===== src/rtl/jesd_tx_pkg.sv =====
// Shared codes and helpers for the JESD204 transmit link controller.
package jesd_tx_pkg;

    typedef enum logic [1:0] {
        ST_CGS  = 2'd0,
        ST_ILA  = 2'd1,
        ST_DATA = 2'd2
    } link_state_t;

    localparam logic [1:0] MUX_USER  = 2'd0;
    localparam logic [1:0] MUX_KCHAR = 2'd1;
    localparam logic [1:0] MUX_ILA   = 2'd2;
    localparam logic [1:0] MUX_IDLE  = 2'd3;

    // Minimum /K/ frames before ILA may start; argument is F-1 as carried on the config bus.
    function automatic logic [3:0] k_min(input logic [7:0] f_minus1);
        logic [8:0] f;
        f = {1'b0, f_minus1} + 9'd1;
        if (f == 9'd1)
            return 4'd10;
        else if (f == 9'd2)
            return 4'd6;
        else if (f <= 9'd4)
            return 4'd4;
        else if (f <= 9'd8)
            return 4'd3;
        else
            return 4'd2;
    endfunction

    function automatic logic [1:0] state_mux(input link_state_t s);
        case (s)
            ST_CGS:  return MUX_KCHAR;
            ST_ILA:  return MUX_ILA;
            ST_DATA: return MUX_USER;
            default: return MUX_KCHAR;
        endcase
    endfunction

endpackage


===== src/rtl/jesd_tx_sync_mon.sv =====
// SYNC~ monitor for the DATA phase: counts consecutive low frames, flags short drops.
module jesd_tx_sync_mon #(
    parameter int REINIT_FRAMES = 5,
    parameter int ERR_CNT_W     = 8
) (
    input  logic                 clk,
    input  logic                 rst_n,
    input  logic                 en,
    input  logic                 frame_tick,
    input  logic                 sync_n,
    output logic                 reinit,
    output logic                 sync_err,
    output logic [ERR_CNT_W-1:0] err_cnt
);

    localparam logic [3:0] REINIT_LAST = 4'(REINIT_FRAMES - 1);

    logic [3:0]           low_cnt_reg, low_cnt_next;
    logic                 err_next;
    logic                 sync_err_reg;
    logic [ERR_CNT_W-1:0] err_cnt_reg;

    always_comb begin
        low_cnt_next = low_cnt_reg;
        err_next     = 1'b0;
        reinit       = 1'b0;
        if (!en) begin
            low_cnt_next = '0;
        end else if (frame_tick) begin
            if (!sync_n) begin
                if (low_cnt_reg == REINIT_LAST) begin
                    reinit       = 1'b1;
                    low_cnt_next = '0;
                end else begin
                    low_cnt_next = low_cnt_reg + 4'd1;
                end
            end else begin
                // The count never rests at REINIT_FRAMES, so any non-zero run is a short drop.
                err_next     = (low_cnt_reg != 4'd0);
                low_cnt_next = '0;
            end
        end
    end

    always_ff @(posedge clk or negedge rst_n) begin
        if (!rst_n) begin
            low_cnt_reg  <= '0;
            sync_err_reg <= 1'b0;
            err_cnt_reg  <= '0;
        end else begin
            low_cnt_reg  <= low_cnt_next;
            sync_err_reg <= err_next;
            if (err_next && err_cnt_reg != {ERR_CNT_W{1'b1}})
                err_cnt_reg <= err_cnt_reg + ERR_CNT_W'(1);
        end
    end

    assign sync_err = sync_err_reg;
    assign err_cnt  = err_cnt_reg;

endmodule


===== src/rtl/jesd_tx_link_ctrl.sv =====
// JESD204 transmit link controller: CGS -> ILA -> DATA sequencing and per-lane source select.
module jesd_tx_link_ctrl
    import jesd_tx_pkg::*;
#(
    parameter int NUM_LANES     = 4,
    parameter int REINIT_FRAMES = 5,
    parameter int ERR_CNT_W     = 8
) (
    input  logic                   clk,
    input  logic                   rst_n,
    input  logic                   i_frame_tick,
    input  logic                   i_lmfc_tick,
    input  logic                   i_sync_n,
    input  logic [7:0]             i_F,
    input  logic [7:0]             i_ila_mf_len,
    input  logic [NUM_LANES-1:0]   i_lane_en,
    input  logic                   i_force_cgs,
    output logic [2*NUM_LANES-1:0] o_link_mux,
    output logic [1:0]             o_state,
    output logic [7:0]             o_ila_mf_idx,
    output logic                   o_sync_err,
    output logic [ERR_CNT_W-1:0]   o_err_cnt
);

    link_state_t            state_reg, state_next;
    logic [3:0]             frame_cnt_reg, frame_cnt_next;
    logic [8:0]             mf_cnt_reg, mf_cnt_next;
    logic [7:0]             mf_len_reg;
    logic [2*NUM_LANES-1:0] mux_reg, mux_next;
    logic [3:0]             kmin;
    logic                   reinit;

    assign kmin = k_min(i_F);

    jesd_tx_sync_mon #(
        .REINIT_FRAMES (REINIT_FRAMES),
        .ERR_CNT_W     (ERR_CNT_W)
    ) u_sync_mon (
        .clk        (clk),
        .rst_n      (rst_n),
        .en         (state_reg == ST_DATA),
        .frame_tick (i_frame_tick),
        .sync_n     (i_sync_n),
        .reinit     (reinit),
        .sync_err   (o_sync_err),
        .err_cnt    (o_err_cnt)
    );

    always_comb begin
        state_next     = state_reg;
        frame_cnt_next = frame_cnt_reg;
        mf_cnt_next    = mf_cnt_reg;
        case (state_reg)
            ST_CGS: begin
                if (i_frame_tick && frame_cnt_reg != 4'hF)
                    frame_cnt_next = frame_cnt_reg + 4'd1;
                if (i_lmfc_tick && i_sync_n && !i_force_cgs && frame_cnt_reg >= kmin)
                    state_next = ST_ILA;
            end
            ST_ILA: begin
                if (i_lmfc_tick)
                    mf_cnt_next = mf_cnt_reg + 9'd1;
                if (!i_sync_n || i_force_cgs)
                    state_next = ST_CGS;
                else if (i_lmfc_tick && mf_cnt_reg == {1'b0, mf_len_reg})
                    state_next = ST_DATA;
            end
            ST_DATA: begin
                if (i_force_cgs || reinit)
                    state_next = ST_CGS;
            end
            default: state_next = ST_CGS;
        endcase
        // Counters only live inside their own state, so every entry starts from zero.
        if (state_reg != ST_CGS || state_next != ST_CGS)
            frame_cnt_next = '0;
        if (state_next != ST_ILA)
            mf_cnt_next = '0;
    end

    generate
        for (genvar gi = 0; gi < NUM_LANES; gi++) begin : g_lane_mux
            assign mux_next[2*gi +: 2] = i_lane_en[gi] ? state_mux(state_next) : MUX_IDLE;
        end
    endgenerate

    always_ff @(posedge clk or negedge rst_n) begin
        if (!rst_n) begin
            state_reg     <= ST_CGS;
            frame_cnt_reg <= '0;
            mf_cnt_reg    <= '0;
            mf_len_reg    <= '0;
            mux_reg       <= {NUM_LANES{MUX_KCHAR}};
        end else begin
            state_reg     <= state_next;
            frame_cnt_reg <= frame_cnt_next;
            mf_cnt_reg    <= mf_cnt_next;
            mux_reg       <= mux_next;
            // ILA length is frozen while the link is up and reloaded only in CGS.
            if (state_reg == ST_CGS)
                mf_len_reg <= i_ila_mf_len;
        end
    end

    assign o_state      = state_reg;
    assign o_link_mux   = mux_reg;
    assign o_ila_mf_idx = mf_cnt_reg[7:0];

endmodule


===== config.mk =====
export PLATFORM = sky130hd
export DESIGN_NAME = jesd_tx_link_ctrl
export DESIGN_NICKNAME = d
export VERILOG_FILES = /design/src/rtl/jesd_tx_pkg.sv /design/src/rtl/jesd_tx_sync_mon.sv /design/src/rtl/jesd_tx_link_ctrl.sv
export SDC_FILE = /design/constraint.sdc
export NUM_CORES = 1
export LEC_CHECK = 0
export CAP_MARGIN = 0
export CORE_ASPECT_RATIO = 0.5
export CORE_MARGIN = 3
export CORE_UTILIZATION = 54
export CTS_CLUSTER_DIAMETER = 80
export DETAILED_ROUTE_END_ITERATION = 10
export DONT_BUFFER_PORTS = 1
export GPL_TIMING_DRIVEN = 0
export PLACE_DENSITY = 0.72
export SYNTH_ARGS = -nofsm -noshare
export SYNTH_HDL_FRONTEND = slang
export SYNTH_SLANG_ARGS = --single-unit

===== constraint.sdc =====
create_clock -name clk -period 2 [get_ports clk]
set_input_delay 0.4 -clock clk [delete_from_list [all_inputs] [get_ports clk]]
set_output_delay 0.4 -clock clk [all_outputs]
set_load 0.02 [all_outputs]

==> results of run 1 <==
worst max-delay path, cell delays in order:
cell,delay (ps)
ha_4,180
xor2_4,200
buf_6,130
nand2_4,70
o31ai_2,60
and3_1,190
ha_1,310
and3_4,160
o21ai_2,110
o21ai_2,90
a211o_1,340
ha_4,200
buf_8,120
a21boi_1,120
routing by layer:
| metal | vias to the layer above | wire [um] | global-route usage [%] |
|---|---|---|---|
| li1 | 851 | - | - |
| met1 | 889 | 2197 | 21.40 |
| met4 | 0 | 87 | 6.536 |
| met2 | 54 | 2702 | 34.95 |
| met5 | - | 0 | 0 |
| met3 | 12 | 270 | 5.433 |
cell families (layout without fill, tap and decap cells):
| kind of cell | count (synthesis) | after routing | share of synthesized area (%) |
|---|---|---|---|
| adders and majority gates | 15 | 15 | 7.504 |
| buffers and inverters | 18 | 34 | 3.902 |
| and+or+nand+nor | 92 | 92 | 21.26 |
| AOI/OAI and AO/OA | 26 | 26 | 7.705 |
| DFF | 44 | 44 | 44.22 |
| xor gates and xnor gates | 29 | 29 | 10.15 |
| muxes | 12 | 12 | 5.253 |
synth_stat cells (all sizes together), types with 2 or more instances:
master / n / share of area, %
nand3: 14 / 2.8
dfrtp: 40 / 40
clkbuf: 3 / 0.45
a211o: 2 / 0.70
nor3: 5 / 1.0
and2: 10 / 2.5
nand3b: 2 / 0.60
and4: 3 / 1.1
a21oi: 6 / 1.2
nand2b: 8 / 2.0
a211oi: 2 / 1.1
nand2: 13 / 2.0
mux2i: 3 / 1.2
dfstp: 4 / 4.2
ha: 15 / 7.5
and3: 7 / 1.8
nor2: 12 / 1.9
xnor2: 13 / 4.6
nor2b: 3 / 0.75
o22ai: 2 / 0.50
mux2: 9 / 4.1
inv: 7 / 1.1
buf: 8 / 2.4
nand4: 5 / 1.3
o21ai: 4 / 0.80
xor2: 16 / 5.6
nor3b: 5 / 1.5
stage by stage:
stage	hold slack, ps	std cells
after global routing	118.8	306
after global placement	105.4	290
after CTS	129.6	304
final	126.7	306
after floorplan	104.4	236
after detailed placement	105.4	290
how the worst max path moves through the flow:
stage                start       endpoint  depth (start not counted)
CTS                 i_F[1]  mf_cnt_reg[3]                         13
floorplan           i_F[0]  o_link_mux[1]                         13
detailed placement  i_F[0]  mf_cnt_reg[0]                         13
finish              i_F[0]  mf_cnt_reg[3]                         14
global placement    i_F[0]  o_link_mux[1]                         13
global route        i_F[0]  mf_cnt_reg[3]                         14
power by group through the flow:
stage               logic (mW)  registers, mW  clock network (mW)
floorplan                0.386           1.13                   0
global placement         0.452           1.16                   0
detailed placement       0.479           1.16                   0
CTS                      0.659           1.15               0.562
global route             0.833           1.17               0.599
finish                   0.764           1.15               0.555
cell type report:
cell class                      instances  share of cell area (%)
Clock buffer                            5                   2.313
Multi-Input combinational cell        174                   50.63
Inverter                                7                  0.8831
Clock inverter                          3                  0.6308
Timing Repair Buffer                    8                   3.280
Tap cell                               54                   2.271
Sequential cell                        44                   37.22
Buffer                                 11                   2.775
repair_timing:
action,4_1_cts,5_1_grt
endpoints found under the setup margin,22,25
resized for setup,24,24
gates cloned,1,0
pin swaps,18,12
endpoints found under the hold margin,44,0
buffers inserted,3,2
hold buffers,2,0
==> summary.txt, run 1 <==
status: finished, violations left
failing checks: setup timing
dpl ws: -899.6 ps
Via-to-Cell Ratio: 5.902
total congestion overflow: 0
yosys warns: 0
clk_lat worst skew: 300 ps
Clock Skew: 9.379 ps
PortBufs: 0
Placer Congestion: 0.8320
Post-Route WL: 5257 um
CP endpoint kind: flop
RSZ-0062 raised after global routing: yes
Max VDD drop: 0.4898 mV
DR iter-0 viols: 71
most frequent cells in the layout: 39 x dfrtp_1, 15 x xor2_1, 14 x nand3_1
EDFF count, synth: 0
post-route ant nets: 0
Crit path required time: 2180 ps
routed vias: 1806
R2R setup slack: -190 ps
DPL Wire Length: 3595 um
count of unique library cells instantiated by Yosys: 44
pin count of the biggest net entering global routing: 45
most common cell after layout, fill and taps aside: dfrtp_1
Syn Inst Count: 236
gr usage total: 18.89%
Worst R2R Path Depth: 7
area of the multi-input gates: 1506 sq um
switching portion of total power: 32.65%
# DRC: 0
Rel. slew slack: 63.20%
Slew Viols, Final: 0
final instance area: 2975 sq um
clock network power share: 22.5%
Largest register FFs: 9
Avg Cell Area, Syn: 10.60 sq um
PwrDens: 829.3 nW/um^2
min Tclk post-route: 2509 ps
hold crit path type: in -> reg
final worst-path setup slack: -508.9 ps
Leak: 1.345 nW
Post-synth ARST share: 100.0%
Die X-Extent: 102.2 um
Worst Hold End: o_link_mux[6]
Filler Cell Count: 312
DIE HEIGHT: 54.13 um
Nets: 292
share of power burned in registers: 46.6%
Comb pwr share: 31.0%
row cnt: 16
CP Data Arrival Time: 2690 ps
CP Class: in -> reg
Setup TNS: -9773 ps
Antenna Cells: 0
sequential element share of the synthesized area: 44.22%
Final Core Density: 71.45%
P_int: 1.662 mW
Worst Tran Pin Value: 551.4 ps
register area: 1107 sq um
Power Total: 2.467 mW
CTS tree: done
Tcrit/Tclk final: 125.4%
area growth from synthesis to layout: 18.96%
H-tree Lvls: 2
most common flop cell mapped by yosys: dfrtp_1
full die area: 5534 sq um
share of post-route cells with drive strength above 1: 31.75%
worst hold stages: 1
Syn Nets: 277
number of global-route vias before repair: 1775
final setup fails: 22
first-pass GRT wire length: 7976 um
initial core utilization: 60.07%
Reg-to-Reg End: mf_cnt_reg[3]
Worst setup SP type: input port
FMAX: 398.6 MHz
Max Cap Violations: 0
CTS Buf Count: 5
post-synthesis register bit count: 44
Switch Pwr: 0.8057 mW
crit-path max FO: 6
Sink Count: 44
WL per Instance: 17.18 um
core area: 4164 sq um
final hold vios: 0
Worst R2R Start: mf_cnt_reg[0]
Mapped Area: 2501 sq um
Placed Area: 2594 sq um
CTS max path bufs: 2
CTS root buffer: clkbuf_8
clk slew on worst S/H paths: 90 ps
Initial DRT Pass Iterations: 4
antenna violations before repair: 0
IO Pins: 53
hold_sp: i_lane_en[3]
Power figures use the tool's default switching activity.
==> run 2: changes to the inputs <==
- TNS_END_PERCENT: unset -> 20
==> run 2 against run 1 <==
Effect of this change: the flow still finishes with violations (setup timing); hold slack gained 12 ps; setup slack got worse by 8.1 ps; non-clock buffer count is 4 lower; maximum frequency fell by 0.32%; first-iteration DRC count shrank 44%; clock skew shrank 2.3 ps; final cell count fell by 1.6%; core utilization decreased by 2.1 points; combinational power down 15%; critical path type unchanged; largest cell class unchanged; largest power group unchanged.
==> summary.txt, run 2 (synthesis results as in run 1) <==
core area: 4164 sq um (unchanged)
min Tclk post-route: 2517 ps (was 2509 ps)
Sink Count: 44 (unchanged)
antenna violations before repair: 0 (unchanged)
initial core utilization: 60.07% (unchanged)
first-pass GRT wire length: 8197 um (was 7976 um)
R2R setup slack: -150 ps (was -190 ps)
Worst R2R Start: mf_cnt_reg[0] (unchanged)
PortBufs: 0 (unchanged)
IO Pins: 53 (unchanged)
Top cell by count, worst path: ha_4
Rel. slew slack: 66.15% (was 63.20%)
full die area: 5534 sq um (unchanged)
Antenna Cells: 0 (unchanged)
DR iter-0 viols: 40 (was 71)
final worst-path setup slack: -517.0 ps (was -508.9 ps)
Worst Hold End: o_link_mux[0] (was o_link_mux[6])
Placer Congestion: 0.7639 (was 0.8320)
Post-Route WL: 4935 um (was 5257 um)
clk slew on worst S/H paths: 80 ps (was 90 ps)
Nets: 288 (was 292)
worst hold stages: 1 (unchanged)
Placed Area: 2594 sq um (unchanged)
routed vias: 1715 (was 1806)
DIE HEIGHT: 54.13 um (unchanged)
H-tree Lvls: 2 (unchanged)
total congestion overflow: 0 (unchanged)
row cnt: 16 (unchanged)
WL per Instance: 16.40 um (was 17.18 um)
Worst setup SP type: input port (unchanged)
Crit path required time: 2180 ps (about the same)
CTS max path bufs: 2 (unchanged)
final instance area: 2887 sq um (was 2975 sq um)
Largest register FFs: 9 (unchanged)
Via-to-Cell Ratio: 5.698 (was 5.902)
Min Hold Slack: 139.0 ps (was 126.7 ps)
share of post-route cells with drive strength above 1: 25.51% (was 31.75%)
Reg-to-Reg End: mf_cnt_reg[8] (was mf_cnt_reg[3])
Worst Tran Pin Value: 503.0 ps (was 551.4 ps)
Clock Skew: 7.044 ps (was 9.379 ps)
gr usage total: 19.53% (was 18.89%)
CP Class: in -> reg (unchanged)
PwrDens: 800.5 nW/um^2 (was 829.3 nW/um^2)
Slew Viols, Final: 0 (unchanged)
number of global-route vias before repair: 1793 (was 1775)
# DRC: 0 (unchanged)
most common cell after layout, fill and taps aside: dfrtp_1 (unchanged)
Crit path max-delay family: simple AND/OR/NAND/NOR gates (was compound AO/OA/AOI/OAI gates)
pin count of the biggest net entering global routing: 45 (unchanged)
failing checks: setup timing (unchanged)
status: finished, violations left (unchanged)
Leak: 1.291 nW (was 1.345 nW)
Final Core Density: 69.32% (was 71.45%)
CTS Buf Count: 5 (unchanged)
CTS root buffer: clkbuf_8 (unchanged)
crit-path max FO: 5 (was 6)
hold_sp: i_lane_en[0] (was i_lane_en[3])
DPL Wire Length: 3591 um (was 3595 um)
FMAX: 397.3 MHz (was 398.6 MHz)
Tcrit/Tclk final: 125.8% (was 125.4%)
Worst R2R Path Depth: 7 (unchanged)
Die X-Extent: 102.2 um (unchanged)
clk_lat worst skew: 290 ps (was 300 ps)
final hold vios: 0 (unchanged)
Max Cap Violations: 0 (unchanged)
crit-path cells: ha_4 -> a311oi_2 -> a41oi_2 -> nor2_2 -> and3_1 -> ha_4 -> nor2b_1 -> nor3_2 -> o21ai_2 -> a211o_1 -> ha_4 -> buf_8 -> and2_4 (was ha_4 -> xor2_4 -> buf_6 -> nand2_4 -> o31ai_2 -> and3_1 -> ha_1 -> and3_4 -> o21ai_2 -> o21ai_2 -> a211o_1 -> ha_4 -> buf_8 -> a21boi_1)
most frequent cells in the layout: 40 x dfrtp_1, 15 x xor2_1, 14 x nand3_1 (was 39 x dfrtp_1, 15 x xor2_1, 14 x nand3_1)
final setup fails: 22 (unchanged)
CP Data Arrival Time: 2700 ps (was 2690 ps)
area growth from synthesis to layout: 15.41% (was 18.96%)
CP endpoint kind: flop (unchanged)
Slowest-stage cell, CP: a211o_1 (unchanged)
CTS tree: done (unchanged)
RSZ-0062 raised after global routing: yes (unchanged)
Max VDD drop: 0.5891 mV (was 0.4898 mV)
Initial DRT Pass Iterations: 4 (unchanged)
Power Total: 2.311 mW (was 2.467 mW)
Filler Cell Count: 321 (was 312)
max incr delay on CP: 340 ps (about the same)
Buf+Inv Stages, Crit Path: 1 (was 2)
post-route ant nets: 0 (unchanged)
hold crit path type: in -> reg (unchanged)
==> run 2: changes by cell type in the layout (fill, tap and decap cells not counted), moves of 2 or more <==
| cell | change |
|---|---|
| buf_4 | -3 |
| nand2_1 | +5 |
| nor2_2 | -2 |
| clkinvlp_4 | +2 |
| nand2_4 | -2 |
| nor2_1 | +2 |
| a21oi_1 | +2 |
| a21oi_2 | -2 |
| inv_1 | -2 |
| nand2_2 | -3 |
==> run 2: what timing repair did <==
item,4_1_cts,5_1_grt
endpoints found under the setup margin,22,22
cloned,1,0
endpoints found under the hold margin,44,0
pin swaps,5,11
hold buffers,2,0
setup buffers,1,0
resized for setup,13,20
==> run 2: worst register-to-register path, stage by stage, from the launching register on <==
cell and delay (ps):
dfrtp_1 450, xor2_1 170, nor4_1 480, a21oi_1 170, a211o_1 300, ha_4 210
buf_8 140, and2_4 130
==> run 2: layout make-up <==
class / instances / area [sq um] / share of cell area [%]
Multi-Input combinational cell: 174 / 1463 / 50.67
Buffer: 11 / 82.58 / 2.861
Sequential cell: 44 / 1106 / 38.32
Clock buffer: 5 / 68.82 / 2.384
Inverter: 7 / 30.03 / 1.040
Clock inverter: 2 / 12.51 / 0.4335
Tap cell: 54 / 67.56 / 2.341
Timing Repair Buffer: 4 / 56.30 / 1.951
==> run 2: routing by layer <==
layer,share of wire (%),track usage [%],vias to the layer above,wire length (um)
met4,0.51,3.922,0,25
met3,6.9,5.951,4,341
li1,-,-,838,-
met2,48,33.33,44,2350
met1,45,25.06,829,2217
met5,0,0,-,0
==> run 2: through the flow <==
step,setup slack (ps),setup TNS (ps),cells
after floorplan,-611.3,-10600,236
after global placement,-826.8,-15160,290
after detailed placement,-918.0,-17490,290
after CTS,-483.0,-8822,301
after global routing,-597.4,-11540,301
final,-517.0,-9249,301
==> run 2: worst max path at each step <==
stage                 from  slack (ps)       endpoint  cells after the start
floorplan           i_F[0]        -610  o_link_mux[1]                     13
global placement    i_F[0]        -830  o_link_mux[1]                     13
detailed placement  i_F[0]        -920  o_link_mux[1]                     13
CTS                 i_F[0]        -480  mf_cnt_reg[4]                     13
global route        i_F[0]        -600  mf_cnt_reg[2]                     13
finish              i_F[1]        -520  mf_cnt_reg[8]                     13
==> run 2: power by group <==
| group | switching (mW) | internal (mW) |
|---|---|---|
| Combinational | 0.312 | 0.336 |
| Sequential | 0.136 | 1.01 |
| Clock | 0.283 | 0.236 |
==> run 3: changes to the inputs <==
- HOLD_SLACK_MARGIN: unset -> 0.08
- SYNTH_HIERARCHICAL: unset -> 1
==> run 3 against run 2 <==
Effect of this change: the flow still finishes with violations (setup timing); cell area grew 11%; sequential power down 6%; clock power is 6.0% higher; largest power group unchanged; via count grew 17%; count of clock-buffer cells in the layout did not move; setup slack improved by 100 ps; power shrank 7.4%; routed wire length increased by 13%; largest cell class unchanged; core utilization increased by 0.37 points; die area up 7.0%; critical path type unchanged.
==> summary.txt, run 3 <==
CTS max path bufs: 2 (unchanged)
Syn Nets: 308 (was 277)
max incr delay on CP: 300 ps (was 340 ps)
final hold vios: 0 (unchanged)
Avg Cell Area, Syn: 10.08 sq um (was 10.60 sq um)
DR iter-0 viols: 87 (was 40)
Worst setup SP type: input port (unchanged)
clk_lat worst skew: 300 ps (was 290 ps)
placed instance count: 333 (was 290)
DIE HEIGHT: 55.93 um (was 54.13 um)
Syn Inst Count: 267 (was 236)
Nets: 322 (was 288)
full die area: 5921 sq um (was 5534 sq um)
Yosys top cell area share: 37.17% (was 40.02%)
Max Cap Violations: 0 (unchanged)
Largest register FFs: 9 (unchanged)
# DRC: 0 (unchanged)
sequential element share of the synthesized area: 41.08% (was 44.22%)
gr usage total: 20.05% (was 19.53%)
FMAX: 413.8 MHz (was 397.3 MHz)
PwrDens: 668.4 nW/um^2 (was 800.5 nW/um^2)
Tcrit/Tclk final: 120.8% (was 125.8%)
top cells by area, synth: dfrtp_1 37%, ha_1 7.0%, xnor2_1 6.2% (was dfrtp_1 40%, ha_1 7.5%, xor2_1 5.6%)
hold crit path type: in -> reg (unchanged)
Slowest-stage cell, CP: a2111oi_4 (was a211o_1)
crit-path cells: ha_4 -> inv_4 -> nor4_4 -> o21ai_2 -> a2111oi_4 -> ha_1 -> nand2b_4 -> a211oi_2 -> o31ai_2 -> and3_4 -> ha_4 -> buf_8 -> and2_4 (was ha_4 -> a311oi_2 -> a41oi_2 -> nor2_2 -> and3_1 -> ha_4 -> nor2b_1 -> nor3_2 -> o21ai_2 -> a211o_1 -> ha_4 -> buf_8 -> and2_4)
routed vias: 2009 (was 1715)
Max VDD drop: 0.3418 mV (was 0.5891 mV)
Antenna Cells: 0 (unchanged)
PortBufs: 0 (unchanged)
Worst Tran Pin Value: 504.9 ps (was 503.0 ps)
total congestion overflow: 0 (unchanged)
Post-synth ARST share: 100.0% (unchanged)
Reg-to-Reg End: mf_cnt_reg[0] (was mf_cnt_reg[8])
failing checks: setup timing (unchanged)
most common cell after layout, fill and taps aside: dfrtp_1 (unchanged)
post-synthesis register bit count: 44 (unchanged)
CTS tree: done (unchanged)
CP Class: in -> reg (unchanged)
Leak: 1.310 nW (was 1.291 nW)
DPL Wire Length: 3976 um (was 3591 um)
status: finished, violations left (unchanged)
Mapped Area: 2693 sq um (was 2501 sq um)
crit-path max FO: 7 (was 5)
CTS root buffer: clkbuf_8 (unchanged)
core area: 4594 sq um (was 4164 sq um)
pin count of the biggest net entering global routing: 45 (unchanged)
CP Data Arrival Time: 2610 ps (was 2700 ps)
yosys warns: 6 (was 0)
Post-synth top cells: 40 x dfrtp_1, 22 x nand2_1, 19 x xnor2_1 (was 40 x dfrtp_1, 16 x xor2_1, 15 x ha_1)
first-pass GRT wire length: 9584 um (was 8197 um)
Clock Skew: 5.132 ps (was 7.044 ps)
row cnt: 17 (was 16)
top cell type by total area after synthesis: dfrtp_1 (unchanged)
Placer Congestion: 0.8184 (was 0.7639)
H-tree Lvls: 2 (unchanged)
WL per Instance: 16.05 um (was 16.40 um)
CTS Buf Count: 5 (unchanged)
Non-Filler Instances: 348 (was 301)
CP endpoint kind: flop (unchanged)
Die X-Extent: 105.9 um (was 102.2 um)
Crit path required time: 2200 ps (was 2180 ps)
most common flop cell mapped by yosys: dfrtp_1 (unchanged)
min Tclk post-route: 2417 ps (was 2517 ps)
EDFF count, synth: 0 (unchanged)
initial core utilization: 58.61% (was 60.07%)
R2R setup slack: -170 ps (was -150 ps)
origin of the worst setup path: i_F[1] (unchanged)
most frequent cells in the layout: 38 x dfrtp_1, 21 x nand2_1, 19 x xnor2_1 (was 40 x dfrtp_1, 15 x xor2_1, 14 x nand3_1)
share of post-route cells with drive strength above 1: 33.69% (was 25.51%)
antenna violations before repair: 0 (unchanged)
area growth from synthesis to layout: 18.91% (was 15.41%)
final setup fails: 21 (was 22)
most frequent cell after synthesis: dfrtp_1 (unchanged)
Post-Route WL: 5586 um (was 4935 um)
number of global-route vias before repair: 2056 (was 1793)
Filler Cell Count: 341 (was 321)
Via-to-Cell Ratio: 5.773 (was 5.698)
Worst R2R Path Depth: 7 (unchanged)
Sink Count: 44 (unchanged)
Worst R2R Start: mf_cnt_reg[0] (unchanged)
final worst-path setup slack: -416.6 ps (was -517.0 ps)
count of unique library cells instantiated by Yosys: 52 (was 44)
Worst Setup EP: mf_cnt_reg[0] (was mf_cnt_reg[8])
Initial DRT Pass Iterations: 4 (unchanged)
IO Pins: 53 (unchanged)
post-route ant nets: 0 (unchanged)
Power Total: 2.140 mW (was 2.311 mW)
Top cell by count, worst path: ha_4 (unchanged)
clk slew on worst S/H paths: 90 ps (was 80 ps)
Rel. slew slack: 66.30% (was 66.15%)
RSZ-0062 raised after global routing: yes (unchanged)
Slew Viols, Final: 0 (unchanged)
run 3: final cells by class:
| type | count | area [sq um] | area share [%] |
|---|---|---|---|
| Multi-Input combinational cell | 198 | 1667 | 52.05 |
| Sequential cell | 44 | 1109 | 34.62 |
| Buffer | 13 | 111.4 | 3.478 |
| Timing Repair Buffer | 10 | 105.1 | 3.283 |
| Tap cell | 66 | 82.58 | 2.579 |
| Clock buffer | 5 | 68.82 | 2.149 |
| Inverter | 9 | 40.04 | 1.250 |
| Clock inverter | 3 | 18.77 | 0.5862 |
run 3: critical path, delay by kind of cell:
kind | cells | cell delay (ps)
AO/OA/AOI/OAI | 4 | 690
AND/OR/NAND/NOR | 4 | 690
adder cells (fa/ha/maj) | 3 | 650
buffers and inverters | 2 | 200
run 3: logic make-up (layout without fill, tap and decap cells):
kind of cell    count (synthesis)  count (layout)  synth area share [%]
mux                            12              12                 5.251
fa+ha+maj                      15              15                 6.970
simple gates                  109             109                 23.37
flops                          44              44                 41.08
buf+inv                        25              40                 5.018
compound gates                 40              40                 11.15
xor+xnor                       22              22                 7.156
run 3: layer usage:
metal | GRT usage, % | share of wire [%] | up-vias
met5 | 0 | 0 | -
met4 | 4.982 | 0.59 | 0
met2 | 35.05 | 50 | 52
li1 | - | - | 975
met3 | 6.952 | 5.9 | 6
met1 | 23.86 | 43 | 976
run 3: metrics by stage:
step           TNS [ps]  util, %  worst slack [ps]  cell area, sq um  hold WS, ps
6_report          -6904    69.69            -416.6              3202        134.4
5_1_grt           -9094    69.69            -509.3              3202        106.0
4_1_cts           -6967    68.60            -423.1              3152        120.9
3_5_place_dp     -18510    61.52            -963.5              2826        106.6
3_3_place_gp     -18120    61.52            -955.5              2826        106.4
2_1_floorplan    -12470        -            -706.8              2744        104.4
run 3: what timing repair did:
| item | in CTS | in global routing |
|---|---|---|
| hold endpoints to repair | 44 | 0 |
| pin swaps | 6 | 2 |
| gates cloned | 1 | 0 |
| setup endpoints to repair | 23 | 25 |
| resized for setup | 37 | 16 |
| hold buffers | 2 | 0 |
| buffers inserted | 6 | 1 |
run 3: how the worst min path moves through the flow:
stage                            start                     to  slack [ps]  cells after the start
final                     i_lane_en[1]          o_link_mux[2]         130                      1
after global routing      i_lane_en[3]          o_link_mux[6]         110                      1
after CTS                 i_lane_en[2]          o_link_mux[4]         120                      1
after detailed placement         rst_n  u_sync_mon/err_cnt[5]         110                      0
after global placement           rst_n  u_sync_mon/err_cnt[5]         110                      0
after floorplan                  rst_n       frame_cnt_reg[0]         100                      0
run 3: power by group:
| part | leakage [nW] | internal (mW) | switching, mW |
|---|---|---|---|
| sequential | 0.564 | 0.975 | 0.0968 |
| clock | 0.0479 | 0.244 | 0.307 |
| combinational | 0.698 | 0.266 | 0.251 |
